[config.mk]
export PLATFORM = sky130hd
export DESIGN_NAME = mlp_engine_flat
export DESIGN_NICKNAME = d
export VERILOG_FILES = /design/src/rtl/mlp_engine_if.sv /design/src/rtl/mlp_engine.sv /design/src/flat_wrapper.sv
export SDC_FILE = /design/constraint.sdc
export NUM_CORES = 1
export LEC_CHECK = 0
export ABC_CLOCK_PERIOD_IN_PS = 23100
export CAP_MARGIN = 10
export CELL_PAD_IN_SITES_DETAIL_PLACEMENT = 0
export CELL_PAD_IN_SITES_GLOBAL_PLACEMENT = 1
export CORE_MARGIN = 2
export CORE_UTILIZATION = 42
export CTS_BUF_LIST = sky130_fd_sc_hd__clkbuf_16
export DETAILED_ROUTE_END_ITERATION = 6
export GPL_TIMING_DRIVEN = 0
export PLACE_DENSITY_LB_ADDON = 0.1
export RECOVER_POWER = 100
export SETUP_SLACK_MARGIN = 0.2
export SYNTH_ARGS = -nofsm -noshare
export SYNTH_HDL_FRONTEND = slang
export SYNTH_SLANG_ARGS = --single-unit
export TNS_END_PERCENT = 100
[constraint.sdc]
create_clock -name clk -period 23.1 [get_ports clk]
set_clock_uncertainty 0.2 [all_clocks]
set_input_delay 4.62 -clock clk [delete_from_list [all_inputs] [get_ports clk]]
set_output_delay 4.62 -clock clk [all_outputs]
set_load 0.02 [all_outputs]
[src/rtl/mlp_engine_if.sv]
// Stream, weight-memory and status bundle for mlp_engine: slave is the engine side, master the environment.
interface mlp_engine_if #(
  parameter int DATA_WIDTH = 16,
  parameter int DIM        = 4,
  parameter int NUM_LAYERS = 3
);
  localparam int W_ADDR_WIDTH = $clog2(NUM_LAYERS * DIM * (DIM + 1));

  logic                    in_valid;
  logic [DATA_WIDTH-1:0]   in_data;
  logic                    in_ready;
  logic                    w_rd_en;
  logic [W_ADDR_WIDTH-1:0] w_addr;
  logic [DATA_WIDTH-1:0]   w_data;
  logic                    out_valid;
  logic [DATA_WIDTH-1:0]   out_data;
  logic                    out_last;
  logic                    out_ready;
  logic                    busy;
  logic                    done;

  modport master (
    output in_valid, in_data, w_data, out_ready,
    input  in_ready, w_rd_en, w_addr, out_valid, out_data, out_last, busy, done
  );

  modport slave (
    input  in_valid, in_data, w_data, out_ready,
    output in_ready, w_rd_en, w_addr, out_valid, out_data, out_last, busy, done
  );
endinterface

[src/rtl/mlp_engine.sv]
// Single-MAC fixed-point MLP: DIM+3 cycles per neuron, first output NUM_LAYERS*DIM*(DIM+3)+1 cycles after last input;
// output holds under out_ready low, input only accepted in LOAD. Define MLP_ROUND_EN for round-half-up requantisation.
module mlp_engine #(
  parameter int DATA_WIDTH = 16,
  parameter int FRAC_BITS  = 8,
  parameter int DIM        = 4,
  parameter int NUM_LAYERS = 3
) (
  input  logic         clk,
  input  logic         rst,
  mlp_engine_if.slave  bus
);
  localparam int W_ADDR_WIDTH = $clog2(NUM_LAYERS * DIM * (DIM + 1));
  localparam int ACC_W        = 2 * DATA_WIDTH + $clog2(DIM + 1);
  localparam int IDX_W        = $clog2(DIM);
  localparam int CNT_W        = $clog2(DIM + 1);
  localparam int LAYER_W      = (NUM_LAYERS > 1) ? $clog2(NUM_LAYERS) : 1;
  localparam int DW           = DATA_WIDTH;

  localparam logic [2:0] S_LOAD  = 3'd0;
  localparam logic [2:0] S_MAC   = 3'd1;
  localparam logic [2:0] S_DRAIN = 3'd2;
  localparam logic [2:0] S_WRITE = 3'd3;
  localparam logic [2:0] S_OUT   = 3'd4;

  localparam logic [IDX_W-1:0]   LAST_IDX   = IDX_W'(DIM - 1);
  localparam logic [CNT_W-1:0]   BIAS_K     = CNT_W'(DIM);
  localparam logic [LAYER_W-1:0] LAST_LAYER = LAYER_W'(NUM_LAYERS - 1);
  localparam logic signed [ACC_W-1:0] SAT_MAX = {{(ACC_W-DW+1){1'b0}}, {(DW-1){1'b1}}};
  localparam logic signed [ACC_W-1:0] SAT_MIN = {{(ACC_W-DW+1){1'b1}}, {(DW-1){1'b0}}};
`ifdef MLP_ROUND_EN
  localparam logic signed [ACC_W-1:0] ROUND_HALF = {{(ACC_W-1){1'b0}}, 1'b1} << (FRAC_BITS - 1);
`endif

  logic [2:0]           state;
  logic                 run;
  logic [IDX_W-1:0]     cnt;
  logic [IDX_W-1:0]     neuron;
  logic [LAYER_W-1:0]   layer;
  logic [CNT_W-1:0]     k;
  logic [CNT_W-1:0]     rd_k;
  logic                 rd_vld;
  logic                 src;
  logic signed [ACC_W-1:0] acc;
  logic                 out_valid_r;
  logic [DW-1:0]        out_data_r;
  logic                 out_last_r;
  logic                 done_r;

  logic signed [DW-1:0] act_buf [2][DIM];

  logic                 in_fire;
  logic signed [DW-1:0] act_rd;
  logic signed [2*DW-1:0] a_ext, w_ext, prod;
  logic signed [ACC_W-1:0] prod_ext, bias_term, acc_adj, acc_shr;
  logic [DW-1:0]        wr_val;

  assign bus.in_ready  = (state == S_LOAD) && run;
  assign bus.w_rd_en   = (state == S_MAC);
  assign bus.w_addr    = (state == S_MAC) ?
                         W_ADDR_WIDTH'(layer) * W_ADDR_WIDTH'(DIM * (DIM + 1)) +
                         W_ADDR_WIDTH'(neuron) * W_ADDR_WIDTH'(DIM + 1) +
                         W_ADDR_WIDTH'(k) : '0;
  assign bus.out_valid = out_valid_r;
  assign bus.out_data  = out_data_r;
  assign bus.out_last  = out_last_r;
  assign bus.done      = done_r;
  assign bus.busy      = !((state == S_LOAD) && (cnt == '0));

  assign in_fire = bus.in_valid && bus.in_ready;

  // Datapath for the word returned this cycle (issued one cycle earlier at index rd_k).
  always_comb begin
    act_rd    = act_buf[src][rd_k[IDX_W-1:0]];
    a_ext     = {{DW{act_rd[DW-1]}}, act_rd};
    w_ext     = {{DW{bus.w_data[DW-1]}}, bus.w_data};
    prod      = a_ext * w_ext;
    prod_ext  = {{(ACC_W-2*DW){prod[2*DW-1]}}, prod};
    bias_term = {{(ACC_W-DW){bus.w_data[DW-1]}}, bus.w_data} <<< FRAC_BITS;
  end

  // Requantise, saturate, and apply ReLU on hidden layers only.
  always_comb begin
    acc_adj = acc;
`ifdef MLP_ROUND_EN
    acc_adj = acc + ROUND_HALF;
`endif
    acc_shr = acc_adj >>> FRAC_BITS;
    if (acc_shr > SAT_MAX) begin
      wr_val = {1'b0, {(DW-1){1'b1}}};
    end else if (acc_shr < SAT_MIN) begin
      wr_val = {1'b1, {(DW-1){1'b0}}};
    end else begin
      wr_val = acc_shr[DW-1:0];
    end
    if ((layer != LAST_LAYER) && wr_val[DW-1]) begin
      wr_val = '0;
    end
  end

  // Activation buffers carry no reset: an aborted job simply leaves stale data behind.
  always_ff @(posedge clk) begin
    if (in_fire) begin
      act_buf[src][cnt] <= bus.in_data;
    end
    if (state == S_WRITE) begin
      act_buf[~src][neuron] <= wr_val;
    end
  end

  always_ff @(posedge clk or posedge rst) begin
    if (rst) begin
      state       <= S_LOAD;
      run         <= 1'b0;
      cnt         <= '0;
      neuron      <= '0;
      layer       <= '0;
      k           <= '0;
      rd_k        <= '0;
      rd_vld      <= 1'b0;
      src         <= 1'b0;
      acc         <= '0;
      out_valid_r <= 1'b0;
      out_data_r  <= '0;
      out_last_r  <= 1'b0;
      done_r      <= 1'b0;
    end else begin
      run    <= 1'b1;
      done_r <= 1'b0;
      rd_vld <= (state == S_MAC);
      rd_k   <= k;

      if ((state == S_MAC) && (k == '0)) begin
        acc <= '0;
      end else if (rd_vld) begin
        acc <= acc + ((rd_k == BIAS_K) ? bias_term : prod_ext);
      end

      case (state)
        S_LOAD: begin
          if (in_fire) begin
            if (cnt == LAST_IDX) begin
              cnt    <= '0;
              layer  <= '0;
              neuron <= '0;
              k      <= '0;
              state  <= S_MAC;
            end else begin
              cnt <= cnt + 1'b1;
            end
          end
        end
        S_MAC: begin
          if (k == BIAS_K) begin
            k     <= '0;
            state <= S_DRAIN;
          end else begin
            k <= k + 1'b1;
          end
        end
        S_DRAIN: state <= S_WRITE;
        S_WRITE: begin
          if (neuron != LAST_IDX) begin
            neuron <= neuron + 1'b1;
            state  <= S_MAC;
          end else if (layer != LAST_LAYER) begin
            layer  <= layer + 1'b1;
            neuron <= '0;
            src    <= ~src;
            state  <= S_MAC;
          end else begin
            cnt   <= '0;
            state <= S_OUT;
          end
        end
        S_OUT: begin
          // The first beat is registered one cycle after entry; later beats load on each handshake.
          if (!out_valid_r) begin
            out_valid_r <= 1'b1;
            out_data_r  <= act_buf[~src][cnt];
            out_last_r  <= (cnt == LAST_IDX);
          end else if (bus.out_ready) begin
            if (cnt == LAST_IDX) begin
              out_valid_r <= 1'b0;
              out_data_r  <= '0;
              out_last_r  <= 1'b0;
              cnt         <= '0;
              done_r      <= 1'b1;
              state       <= S_LOAD;
            end else begin
              cnt        <= cnt + 1'b1;
              out_data_r <= act_buf[~src][cnt + 1'b1];
              out_last_r <= ((cnt + 1'b1) == LAST_IDX);
            end
          end
        end
        default: state <= S_LOAD;
      endcase
    end
  end
endmodule

[src/flat_wrapper.sv]
// flat-port wrapper written by rule: the top's interface ports become plain ports
module mlp_engine_flat 
#(
  parameter int DATA_WIDTH = 16,
  parameter int FRAC_BITS  = 8,
  parameter int DIM        = 4,
  parameter int NUM_LAYERS = 3
)
  (clk, rst, bus_in_valid, bus_in_data, bus_w_data, bus_out_ready, bus_in_ready, bus_w_rd_en, bus_w_addr, bus_out_valid, bus_out_data, bus_out_last, bus_busy, bus_done);
  mlp_engine_if #(.DATA_WIDTH(DATA_WIDTH), .DIM(DIM), .NUM_LAYERS(NUM_LAYERS)) bus_i ();
  input  logic clk;
  input  logic rst;
  input wire logic [$bits(bus_i.in_valid)-1:0] bus_in_valid;
  input wire logic [$bits(bus_i.in_data)-1:0] bus_in_data;
  input wire logic [$bits(bus_i.w_data)-1:0] bus_w_data;
  input wire logic [$bits(bus_i.out_ready)-1:0] bus_out_ready;
  output wire logic [$bits(bus_i.in_ready)-1:0] bus_in_ready;
  output wire logic [$bits(bus_i.w_rd_en)-1:0] bus_w_rd_en;
  output wire logic [$bits(bus_i.w_addr)-1:0] bus_w_addr;
  output wire logic [$bits(bus_i.out_valid)-1:0] bus_out_valid;
  output wire logic [$bits(bus_i.out_data)-1:0] bus_out_data;
  output wire logic [$bits(bus_i.out_last)-1:0] bus_out_last;
  output wire logic [$bits(bus_i.busy)-1:0] bus_busy;
  output wire logic [$bits(bus_i.done)-1:0] bus_done;
  assign bus_i.in_valid = bus_in_valid;
  assign bus_i.in_data = bus_in_data;
  assign bus_i.w_data = bus_w_data;
  assign bus_i.out_ready = bus_out_ready;
  assign bus_in_ready = bus_i.in_ready;
  assign bus_w_rd_en = bus_i.w_rd_en;
  assign bus_w_addr = bus_i.w_addr;
  assign bus_out_valid = bus_i.out_valid;
  assign bus_out_data = bus_i.out_data;
  assign bus_out_last = bus_i.out_last;
  assign bus_busy = bus_i.busy;
  assign bus_done = bus_i.done;
  mlp_engine #(.DATA_WIDTH(DATA_WIDTH), .FRAC_BITS(FRAC_BITS), .DIM(DIM), .NUM_LAYERS(NUM_LAYERS)) u_core (.clk(clk), .rst(rst), .bus(bus_i));
endmodule
==> results of run 1 <==
==> routing by layer <==
metal	up-vias	track usage, %	part of all wire [%]
met5	-	0	0
met4	0	5.50	1.9
met3	59	3.89	6.4
met2	505	36.3	44
met1	8086	37.4	47
li1	7103	-	-
==> worst register-to-register path, delay by kind of cell, from the launching register on <==
kind / cells / cell delay [ns]
adder cells (fa/ha/maj): 8 / 3.74
flip-flops: 1 / 0.32
multiplexers: 3 / 0.89
AO/OA/AOI/OAI: 8 / 1.66
AND/OR/NAND/NOR: 10 / 2.13
XOR/XNOR: 1 / 0.18
buffers and inverters: 6 / 2.00
==> Yosys cell counts, types with 3 or more instances <==
cell type / n
edfxtp_1: 128
xnor2_1: 48
dfrtp_1: 72
buf_1: 7
buf_2: 12
a22oi_1: 3
o22a_1: 16
xor2_1: 21
mux2i_1: 60
mux2_2: 15
o21ai_0: 68
fa_1: 265
o31ai_1: 7
inv_1: 327
o21a_1: 5
o21ai_1: 23
o21bai_1: 11
nand4b_1: 3
nor2b_1: 43
nand3_1: 13
clkbuf_1: 71
or2_2: 4
nand2_1: 205
and2_1: 92
a21oi_1: 57
nor4_1: 5
a21o_1: 26
mux4_2: 96
a31oi_1: 10
nor3b_1: 4
and3_1: 11
o211ai_1: 4
ha_1: 139
a211oi_1: 8
nand2b_1: 31
nor3_1: 11
or3_1: 6
o22ai_1: 10
nor2_1: 100
nand4_1: 4
==> metrics by stage <==
step	hold WS, ns	worst slack (ns)
finish	0.260	9.06
global route	0.302	8.48
CTS	0.258	9.26
detailed placement	0.239	8.80
floorplan	0.203	10.69
global placement	0.240	8.86
==> cell type report <==
| class | count | share of cell area [%] |
|---|---|---|
| flip-flops and latches | 200 | 23.2 |
| clock inverters | 14 | 0.695 |
| well taps | 688 | 3.54 |
| plain buffers | 90 | 1.45 |
| inverters | 329 | 5.09 |
| multi-input cells | 1455 | 61.4 |
| clock buffers | 18 | 1.85 |
| repair buffers | 72 | 2.74 |
| diodes | 2 | 0.0206 |
==> sequential cells by signal, summed over array words and instances, names as in the netlist <==
signal                count
u_core.k                  3
u_core.act_buf          128
u_core.src                1
u_core.neuron             2
u_core.state              3
u_core.cnt                2
u_core.layer              2
u_core.bus.out_last       1
u_core.rd_k               3
u_core.bus.done           1
u_core.rd_vld             1
u_core.run                1
u_core.acc               35
u_core.bus.out_data      16
u_core.bus.out_valid      1
==> worst min path at each step <==
stage,cells past startpoint,start,to,slack (ns)
2_1_floorplan,0,u_core.k[1],u_core.rd_k[1],0.20
3_3_place_gp,0,u_core.k[2],u_core.rd_k[2],0.24
3_5_place_dp,0,u_core.k[2],u_core.rd_k[2],0.24
4_1_cts,0,u_core.k[2],u_core.rd_k[2],0.26
5_1_grt,0,u_core.k[2],u_core.rd_k[2],0.30
6_report,0,u_core.k[2],u_core.rd_k[2],0.26
==> kinds of logic (layout without fill, tap and decap cells) <==
group / count (synthesis) / in the layout / synth area share (%)
AND/OR/NAND/NOR: 536 / 536 / 11.7
buffers and inverters: 419 / 523 / 7.17
adder cells (fa/ha/maj): 404 / 404 / 31.8
AO/OA/AOI/OAI: 273 / 273 / 7.80
flip-flops: 200 / 200 / 25.5
multiplexers: 172 / 172 / 13.3
XOR/XNOR: 69 / 69 / 2.73
other: 1 / 3 / 0.0169
==> summary.txt, run 1 <==
Status
  – Status: complete, but fails checks
  – Failing checks: max-capacitance violations, max-slew violations

Routing
  – Mean routed wirelength per cell: 22.2 um
  – DRT Pass-1 Iters: 6
  – Detailed Route Iter0 Violations: 1,206
  – Drt total wl: 63.6 mm
  – Vias/cell: 5.49
  – Routed vias: 15,800
  – Routed Antenna Nets: 0
  – DRC violations left: 0

Critical path
  – Crit. Startpoint: bus_w_data[9]
  – Crit path max-delay family: adder cells
  – Stages on worst setup path: 35
  – CP Capture Type: flip-flop
  – WP data arrival: 14.22 ns
  – Critical path's most frequent cell: fa_1
  – WP data required: 23.28 ns
  – Buf+Inv Stages, Crit Path: 7
  – Crit Reg-Reg Endpoint: u_core.acc[34]
  – Startpoint types: input port
  – Critical-path top delay cell: dlygate4sd3_1
  – Critical Path Sink: u_core.acc[34]
  – Worst Reg-to-Reg Cells: 36
  – Slowest stage delay, CP: 1.05 ns
  – Crit-path max FO: 10
  – Worst r2r src: u_core.rd_k[1]
  – Flop-to-flop setup slack: 11.88 ns
  – Crit Path Class: in -> reg

Timing
  – Slew Viols, Final: 50
  – Rel. slew slack: -95.0%
  – RSZ-0062 raised after global routing: false
  – Worst slew pin tran: 2.92 ns
  – Hold Fails Final Rpt: 0
  – Setup TNS after final layout: 0 ns
  – Highest Clock Rate: 71.2 MHz
  – Final min period: 14.04 ns
  – Endpoints failing setup: 0
  – Fin crit share: 60.8%

Final layout
  – Layout cells sized above 1: 7.81%
  – Commonest non-fill, non-tap cell in the layout: inv_1
  – Cell Count, Final, Fillers Out: 2,868
  – Multi-input logic area: 0.0149 mm^2
  – Util after Layout: 46.4%
  – # fillers: 4,997
  – Nets: 2,605
  – Reg area: 0.00565 mm^2
  – Area grow syn2layout: 9.69%
  – Most frequent cells in the layout: 327 x inv_1, 265 x fa_1, 205 x nand2_1, 139 x ha_1, 128 x edfxtp_1
  – Final instance area: 0.0243 mm^2

Clocking
  – Worst skew pair latency: 0.46 ns
  – TritonCTS Buffers: 17
  – Root Buffer Master: clkbuf_16
  – CTS tree: yes
  – Post-CTS Setup Bufs: 0
  – Post-cts resize count: 0
  – Clock-pin slew of the registers on the worst-case setup and hold paths: 0.07 ns
  – CTS sink count: 200
  – Cts hold-fix bufs: 0
  – Max clock buf depth: 2
  – H-tree levels: 4

Place
  – Placed insts: 2,834
  – IO Port Bufs: 62
  – Dpl cell area: 0.0238 mm^2
  – DP HPWL: 51.0 mm
  – Routability cong.: 0.856

Logic synthesis
  – Part of the Yosys area used for sequential elements: 25.5%
  – Post-synth EDFFs: 128
  – Synth warn: 0
  – Synthesized area: 0.0221 mm^2
  – Leading area contributor after synthesis: fa_1
  – Top_reg_cell synth: edfxtp_1
  – Gate Count Post-Synth: 2,074
  – Flops & latches, synth: 200
  – Post-synth cell types: 66
  – Synth top area cells: fa_1 24%, edfxtp_1 17%, mux4_2 9.8%
  – Synth Area per Inst: 10.7 um^2
  – Synth top area share: 24.0%
  – Post-synth net total: 2,514
  – Ys async rst share: 36.0%

Die
  – Die height: 234 um
  – Core Area: 0.0523 mm^2
  – FP Rows: 84
  – Initial Util: 42.3%
  – I/O pin cnt: 64
  – Die X: 234 um
  – Die area: 0.0546 mm^2

Flow run
  – Max-cap viol count: 2

Global routing
  – Largest net degree at the start of global routing: 50
  – Total gr overflow: 0
  – Vias in the first global route: 16,000
  – Initial antenna violation count: 2
  – First-pass GRT wire length: 98.2 mm
  – Total Routing Usage GR: 24.4%

Min path
  – Worst hold path class: reg -> reg
Power of run 1 is left out: the tool's default activity adds up to more than one toggle a clock period on the data nets, which glitch-free logic cannot reach.
==> run 2, diff against run 1 <==
--- a/config.mk
+++ b/config.mk
@@ -5,7 +5,7 @@
 export SDC_FILE = /design/constraint.sdc
 export NUM_CORES = 1
 export LEC_CHECK = 0
-export ABC_CLOCK_PERIOD_IN_PS = 23100
+export ABC_CLOCK_PERIOD_IN_PS = 11300
 export CAP_MARGIN = 10
 export CELL_PAD_IN_SITES_DETAIL_PLACEMENT = 0
 export CELL_PAD_IN_SITES_GLOBAL_PLACEMENT = 1
==> constraint.sdc (replaced) <==
create_clock -name clk -period 11.3 [get_ports clk]
set_clock_uncertainty 0.2 [all_clocks]
set_input_delay 2.26 -clock clk [delete_from_list [all_inputs] [get_ports clk]]
set_output_delay 2.26 -clock clk [all_outputs]
set_load 0.02 [all_outputs]
==> run 2 against run 1 <==
  * The run still ends with max-capacitance violations, max-slew violations left
  * Cell count barely moved
  * Clock-buffer cell count did not move
  * Register-to-register slack got worse by 11 ns
  * Cell area rose by 0.31%
  * Via count fell by 0.33%
  * Critical path type unchanged
==> summary.txt, run 2 (synthesis gave the netlist of run 1 again) <==
Status
  – Status: complete, but fails checks
  – Failing checks: max-capacitance violations, max-slew violations

Global routing
  – First-pass GRT wire length: 98.2 mm (about the same)
  – Vias in the first global route: 16,000 (+0.050%)
  – Total Routing Usage GR: 24.4% (about the same)
  – Initial antenna violation count: 2 (unchanged)
  – Total gr overflow: 0 (unchanged)
  – Largest net degree at the start of global routing: 50 (unchanged)

Critical path
  – Slowest stage delay, CP: 0.57 ns (-0.48 ns)
  – Critical-path top delay cell: fa_1
  – Stages on worst setup path: 34 (-2.9%)
  – WP data arrival: 10.87 ns (-3.35 ns)
  – Startpoint types: input port
  – Buf+Inv Stages, Crit Path: 5 (-2)
  – Crit Path Class: in -> reg
  – Worst Reg-to-Reg Cells: 37 (+2.8%)
  – Critical path's most frequent cell: fa_1
  – Crit path max-delay family: adder cells
  – Worst r2r src: u_core.rd_k[0]
  – Crit Reg-Reg Endpoint: u_core.acc[34]
  – Crit-path max FO: 10 (unchanged)
  – CP Capture Type: flip-flop
  – WP data required: 11.48 ns (-11.80 ns)
  – Flop-to-flop setup slack: 0.74 ns (-11.14 ns)

Final layout
  – # fillers: 4,992 (-0.10%)
  – Commonest non-fill, non-tap cell in the layout: inv_1
  – Multi-input logic area: 0.0149 mm^2 (+0.23%)
  – Most frequent cells in the layout: 327 x inv_1, 265 x fa_1, 205 x nand2_1, 139 x ha_1, 128 x edfxtp_1
  – Max reg flops: 128 (unchanged)
  – Final instance area: 0.0244 mm^2 (+0.31%)
  – Cell Count, Final, Fillers Out: 2,870 (+0.070%)
  – Reg area: 0.00565 mm^2 (unchanged)
  – Nets: 2,605 (unchanged)
  – Largest Register: u_core.act_buf
  – Area grow syn2layout: 10.0%
  – Layout cells sized above 1: 9.18% (+1.4 points)

Timing
  – Fin crit share: 94.6%
  – Endpoints failing setup: 0 (unchanged)
  – Final min period: 10.69 ns
  – Slew Viols, Final: 50 (unchanged)
  – Rel. slew slack: -95.7% (-0.77 points)
  – RSZ-0062 raised after global routing: false
  – Worst slew pin tran: 2.94 ns (+0.0115 ns)
  – Highest Clock Rate: 93.5 MHz
  – Hold Fails Final Rpt: 0 (unchanged)

Clocking
  – Cts hold-fix bufs: 0 (unchanged)
  – H-tree levels: 4 (unchanged)
  – CTS tree: yes
  – Root Buffer Master: clkbuf_16
  – Post-CTS Setup Bufs: 0 (unchanged)
  – CTS sink count: 200 (unchanged)
  – Max clock buf depth: 2 (unchanged)
  – TritonCTS Buffers: 17 (unchanged)
  – Clock-pin slew of the registers on the worst-case setup and hold paths: 0.07 ns (about the same)
  – Worst skew pair latency: 0.46 ns (about the same)

Routing
  – DRT Pass-1 Iters: 5 (-1)
  – DRC violations left: 0 (unchanged)
  – Routed Antenna Nets: 0 (unchanged)
  – Detailed Route Iter0 Violations: 1,212 (+0.50%)
  – Mean routed wirelength per cell: 22.2 um (about the same)
  – Vias/cell: 5.47 (-0.40%)
  – Routed vias: 15,700 (-0.33%)
  – Drt total wl: 63.7 mm (about the same)

Min path
  – Hold EP: u_core.rd_k[2]
  – Worst hold path class: reg -> reg
  – Hold depth: 0 (unchanged)
  – Hold path startpoint: u_core.k[2]

Place
  – Placed insts: 2,834 (unchanged)
  – IO Port Bufs: 62 (unchanged)
  – Dpl cell area: 0.0238 mm^2 (unchanged)
  – Routability cong.: 0.856 (unchanged)
  – DP HPWL: 51.0 mm (unchanged)

Die
  – I/O pin cnt: 64 (unchanged)
  – Die area: 0.0546 mm^2 (unchanged)
  – Core Area: 0.0523 mm^2 (unchanged)
  – FP Rows: 84 (unchanged)
  – Die X: 234 um (unchanged)
  – Initial Util: 42.3% (unchanged)
  – Die height: 234 um (unchanged)

Flow run
  – Max-cap viol count: 1 (-1)
-- run 2: changes by cell type in the layout (fill, tap and decap cells not counted), sizes merged --
| cell | delta |
|---|---|
| buf | -2 |
| clkbuf | +6 |
| clkdlybuf4s18 | +1 |
| clkdlybuf4s50 | +6 |
| diode | +2 |
| dlygate4sd2 | +1 |
| dlygate4sd3 | -19 |
| dlymetal6s2s | +7 |
-- run 2: how the worst max path moves through the flow --
stage	from	end	slack, ns
floorplan	bus_w_data[7]	u_core.acc[34]	1.25
global placement	bus_w_data[9]	u_core.acc[34]	-0.58
detailed placement	bus_w_data[9]	u_core.acc[34]	-0.64
CTS	bus_w_data[14]	u_core.acc[34]	0.21
global route	bus_w_data[8]	u_core.acc[34]	0.13
finish	bus_w_data[1]	u_core.acc[34]	0.61
-- run 2: worst register-to-register path: cells and delay by family (launching register included) --
family	cells	cell delay (ns)
and+or+nand+nor	10	2.02
xor gates and xnor gates	1	0.14
adders and majority gates	8	3.93
buffers and inverters	8	1.62
DFF	1	0.32
AOI/OAI and AO/OA	6	1.19
muxes	4	1.05
-- run 2: layout make-up --
| class | count | area share, % |
|---|---|---|
| multi-input cells | 1455 | 61.3 |
| flip-flops and latches | 200 | 23.2 |
| inverters | 329 | 5.07 |
| well taps | 688 | 3.53 |
| repair buffers | 72 | 2.72 |
| clock buffers | 18 | 1.85 |
| plain buffers | 90 | 1.62 |
| clock inverters | 14 | 0.693 |
| diodes | 4 | 0.0411 |
-- run 2: per-stage QoR --
stage | worst slack [ns] | hold WS [ns] | TNS [ns] | util [%]
after floorplan | 1.25 | 0.203 | 0 | -
after global placement | -0.580 | 0.240 | -1.76 | 45.1
after detailed placement | -0.639 | 0.239 | -2.13 | 45.5
after CTS | 0.207 | 0.258 | 0 | 46.7
after global routing | 0.134 | 0.302 | 0 | 46.5
final | 0.610 | 0.265 | 0 | 46.6
-- run 2: what timing repair did --
action                                  4_1_cts  5_1_grt
endpoints found under the setup margin        4        6
pin swaps                                     0        0
cloned                                        0        0
gates resized for setup                      19       63
-- run 2: per-layer routing --
| layer | vias to the layer above | part of all wire (%) | global-route usage (%) |
|---|---|---|---|
| met3 | 56 | 6.0 | 3.72 |
| met1 | 8090 | 48 | 37.5 |
| li1 | 7118 | - | - |
| met2 | 437 | 44 | 36.4 |
| met5 | - | 0 | 0 |
| met4 | 0 | 1.8 | 5.50 |
Power of run 2 is left out for the same reason.
==> run 3, diff against run 2 <==
--- a/config.mk
+++ b/config.mk
@@ -11,7 +11,6 @@
 export CELL_PAD_IN_SITES_GLOBAL_PLACEMENT = 1
 export CORE_MARGIN = 2
 export CORE_UTILIZATION = 42
-export CTS_BUF_LIST = sky130_fd_sc_hd__clkbuf_16
 export DETAILED_ROUTE_END_ITERATION = 6
 export GPL_TIMING_DRIVEN = 0
 export PLACE_DENSITY_LB_ADDON = 0.1
==> run 3 against run 2 <==
  * The run still ends with max-capacitance violations, max-slew violations left
  * Sequential cell count unchanged
  * First-iteration DRC count up 2.1%
  * Global-route usage about the same
==> summary.txt, run 3 (synthesis gave the netlist of run 1 again) <==
Flow run
  – Max-cap viol count: 1 (unchanged)

Timing
  – Highest Clock Rate: 93.5 MHz (about the same)
  – Endpoints failing setup: 0 (unchanged)
  – Hold WS: 0.265 ns (-0.0000570 ns)
  – Worst slew pin tran: 2.93 ns (-0.00949 ns)
  – Setup TNS after final layout: 0 ns (unchanged)
  – Fin crit share: 94.6% (about the same)
  – Slew Viols, Final: 50 (unchanged)
  – RSZ-0062 raised after global routing: false
  – Final min period: 10.69 ns (-0.0000710 ns)
  – Hold Fails Final Rpt: 0 (unchanged)
  – Rel. slew slack: -95.1% (+0.63 points)

Clocking
  – H-tree levels: 4 (unchanged)
  – Max clock buf depth: 2 (unchanged)
  – Root Buffer Master: clkbuf_16
  – Clock-pin slew of the registers on the worst-case setup and hold paths: 0.07 ns (about the same)
  – CTS tree: yes
  – TritonCTS Buffers: 17 (unchanged)
  – Worst skew pair latency: 0.46 ns (about the same)
  – Cts hold-fix bufs: 0 (unchanged)
  – CTS sink count: 200 (unchanged)

Critical path
  – CP Capture Type: flip-flop
  – WP data arrival: 10.87 ns (about the same)
  – Crit Path Class: in -> reg
  – Buf+Inv Stages, Crit Path: 5 (unchanged)
  – Startpoint types: input port
  – Crit path max-delay family: adder cells
  – Crit-path max FO: 10 (unchanged)
  – Critical-path top delay cell: fa_1
  – Slowest stage delay, CP: 0.57 ns (about the same)
  – WP data required: 11.48 ns (about the same)
  – Critical path's most frequent cell: fa_1

Place
  – IO Port Bufs: 62 (unchanged)
  – Routability cong.: 0.856 (unchanged)
  – Dpl cell area: 0.0238 mm^2 (unchanged)
  – DP HPWL: 51.0 mm (unchanged)

Status
  – Failing checks: max-capacitance violations, max-slew violations
  – Status: complete, but fails checks

Die
  – FP Rows: 84 (unchanged)
  – I/O pin cnt: 64 (unchanged)
  – Core Area: 0.0523 mm^2 (unchanged)
  – Initial Util: 42.3% (unchanged)
  – Die height: 234 um (unchanged)
  – Die area: 0.0546 mm^2 (unchanged)
  – Die X: 234 um (unchanged)

Routing
  – Detailed Route Iter0 Violations: 1,238 (+2.1%)
  – DRT Pass-1 Iters: 5 (unchanged)
  – Vias/cell: 5.47 (about the same)
  – Routed vias: 15,700 (-0.019%)
  – Mean routed wirelength per cell: 22.2 um (about the same)
  – Routed Antenna Nets: 0 (unchanged)
  – Drt total wl: 63.6 mm (about the same)
  – DRC violations left: 0 (unchanged)

Final layout
  – Most frequent cells in the layout: 327 x inv_1, 265 x fa_1, 205 x nand2_1, 139 x ha_1, 128 x edfxtp_1
  – Util after Layout: 46.6% (about the same)
  – Area grow syn2layout: 10.1% (about the same)
  – Final instance area: 0.0244 mm^2 (about the same)
  – Layout cells sized above 1: 9.27% (+0.092 points)
  – Max reg flops: 128 (unchanged)
  – Nets: 2,605 (unchanged)
  – Commonest non-fill, non-tap cell in the layout: inv_1
  – Largest Register: u_core.act_buf
  – # fillers: 4,989 (-0.060%)

Global routing
  – Initial antenna violation count: 2 (unchanged)
  – First-pass GRT wire length: 98.2 mm (about the same)
  – Vias in the first global route: 16,000 (-0.013%)
  – Total gr overflow: 0 (unchanged)
  – Total Routing Usage GR: 24.4% (about the same)
  – Largest net degree at the start of global routing: 50 (unchanged)

Min path
  – Worst hold path class: reg -> reg
run 3: per-layer routing:
metal	track usage, %	routed length (um)
met2	36.3	28200
met4	5.50	1220
met3	3.72	4010
met5	0	0
met1	37.5	30200
run 3: final cells by class:
type	instances	area, um^2	share of cell area (%)
diodes	4	10.0	0.0410
plain buffers	90	394	1.62
clock buffers	20	478	1.96
clock inverters	12	161	0.662
inverters	329	1240	5.07
multi-input cells	1455	14900	61.3
flip-flops and latches	200	5650	23.1
well taps	688	861	3.53
repair buffers	72	662	2.71
run 3: repair_timing:
item | 4_1_cts | 5_1_grt
setup endpoints to repair | 4 | 6
gates resized for setup | 19 | 63
setup buffers | 0 | 0
run 3: metrics by stage:
step / setup slack (ns) / cells
after floorplan: 1.25 / 2074
after global placement: -0.580 / 2824
after detailed placement: -0.639 / 2834
after CTS: 0.207 / 2866
after global routing: 0.134 / 2866
final: 0.610 / 2870
run 3: worst paths after layout:
kind	end	cells after the start	slack, ns	start
min in group asynchronous	u_core.run	2	2.28	rst
worst max register to register	u_core.acc[34]	36	0.75	u_core.src
worst max-delay path	u_core.acc[34]	34	0.61	bus_w_data[1]
worst min register to register	u_core.rd_k[2]	0	0.26	u_core.k[2]
max in group asynchronous	u_core.acc[12]	3	5.34	rst
worst min-delay path	u_core.rd_k[2]	0	0.26	u_core.k[2]
Power of run 3 is left out for the same reason.
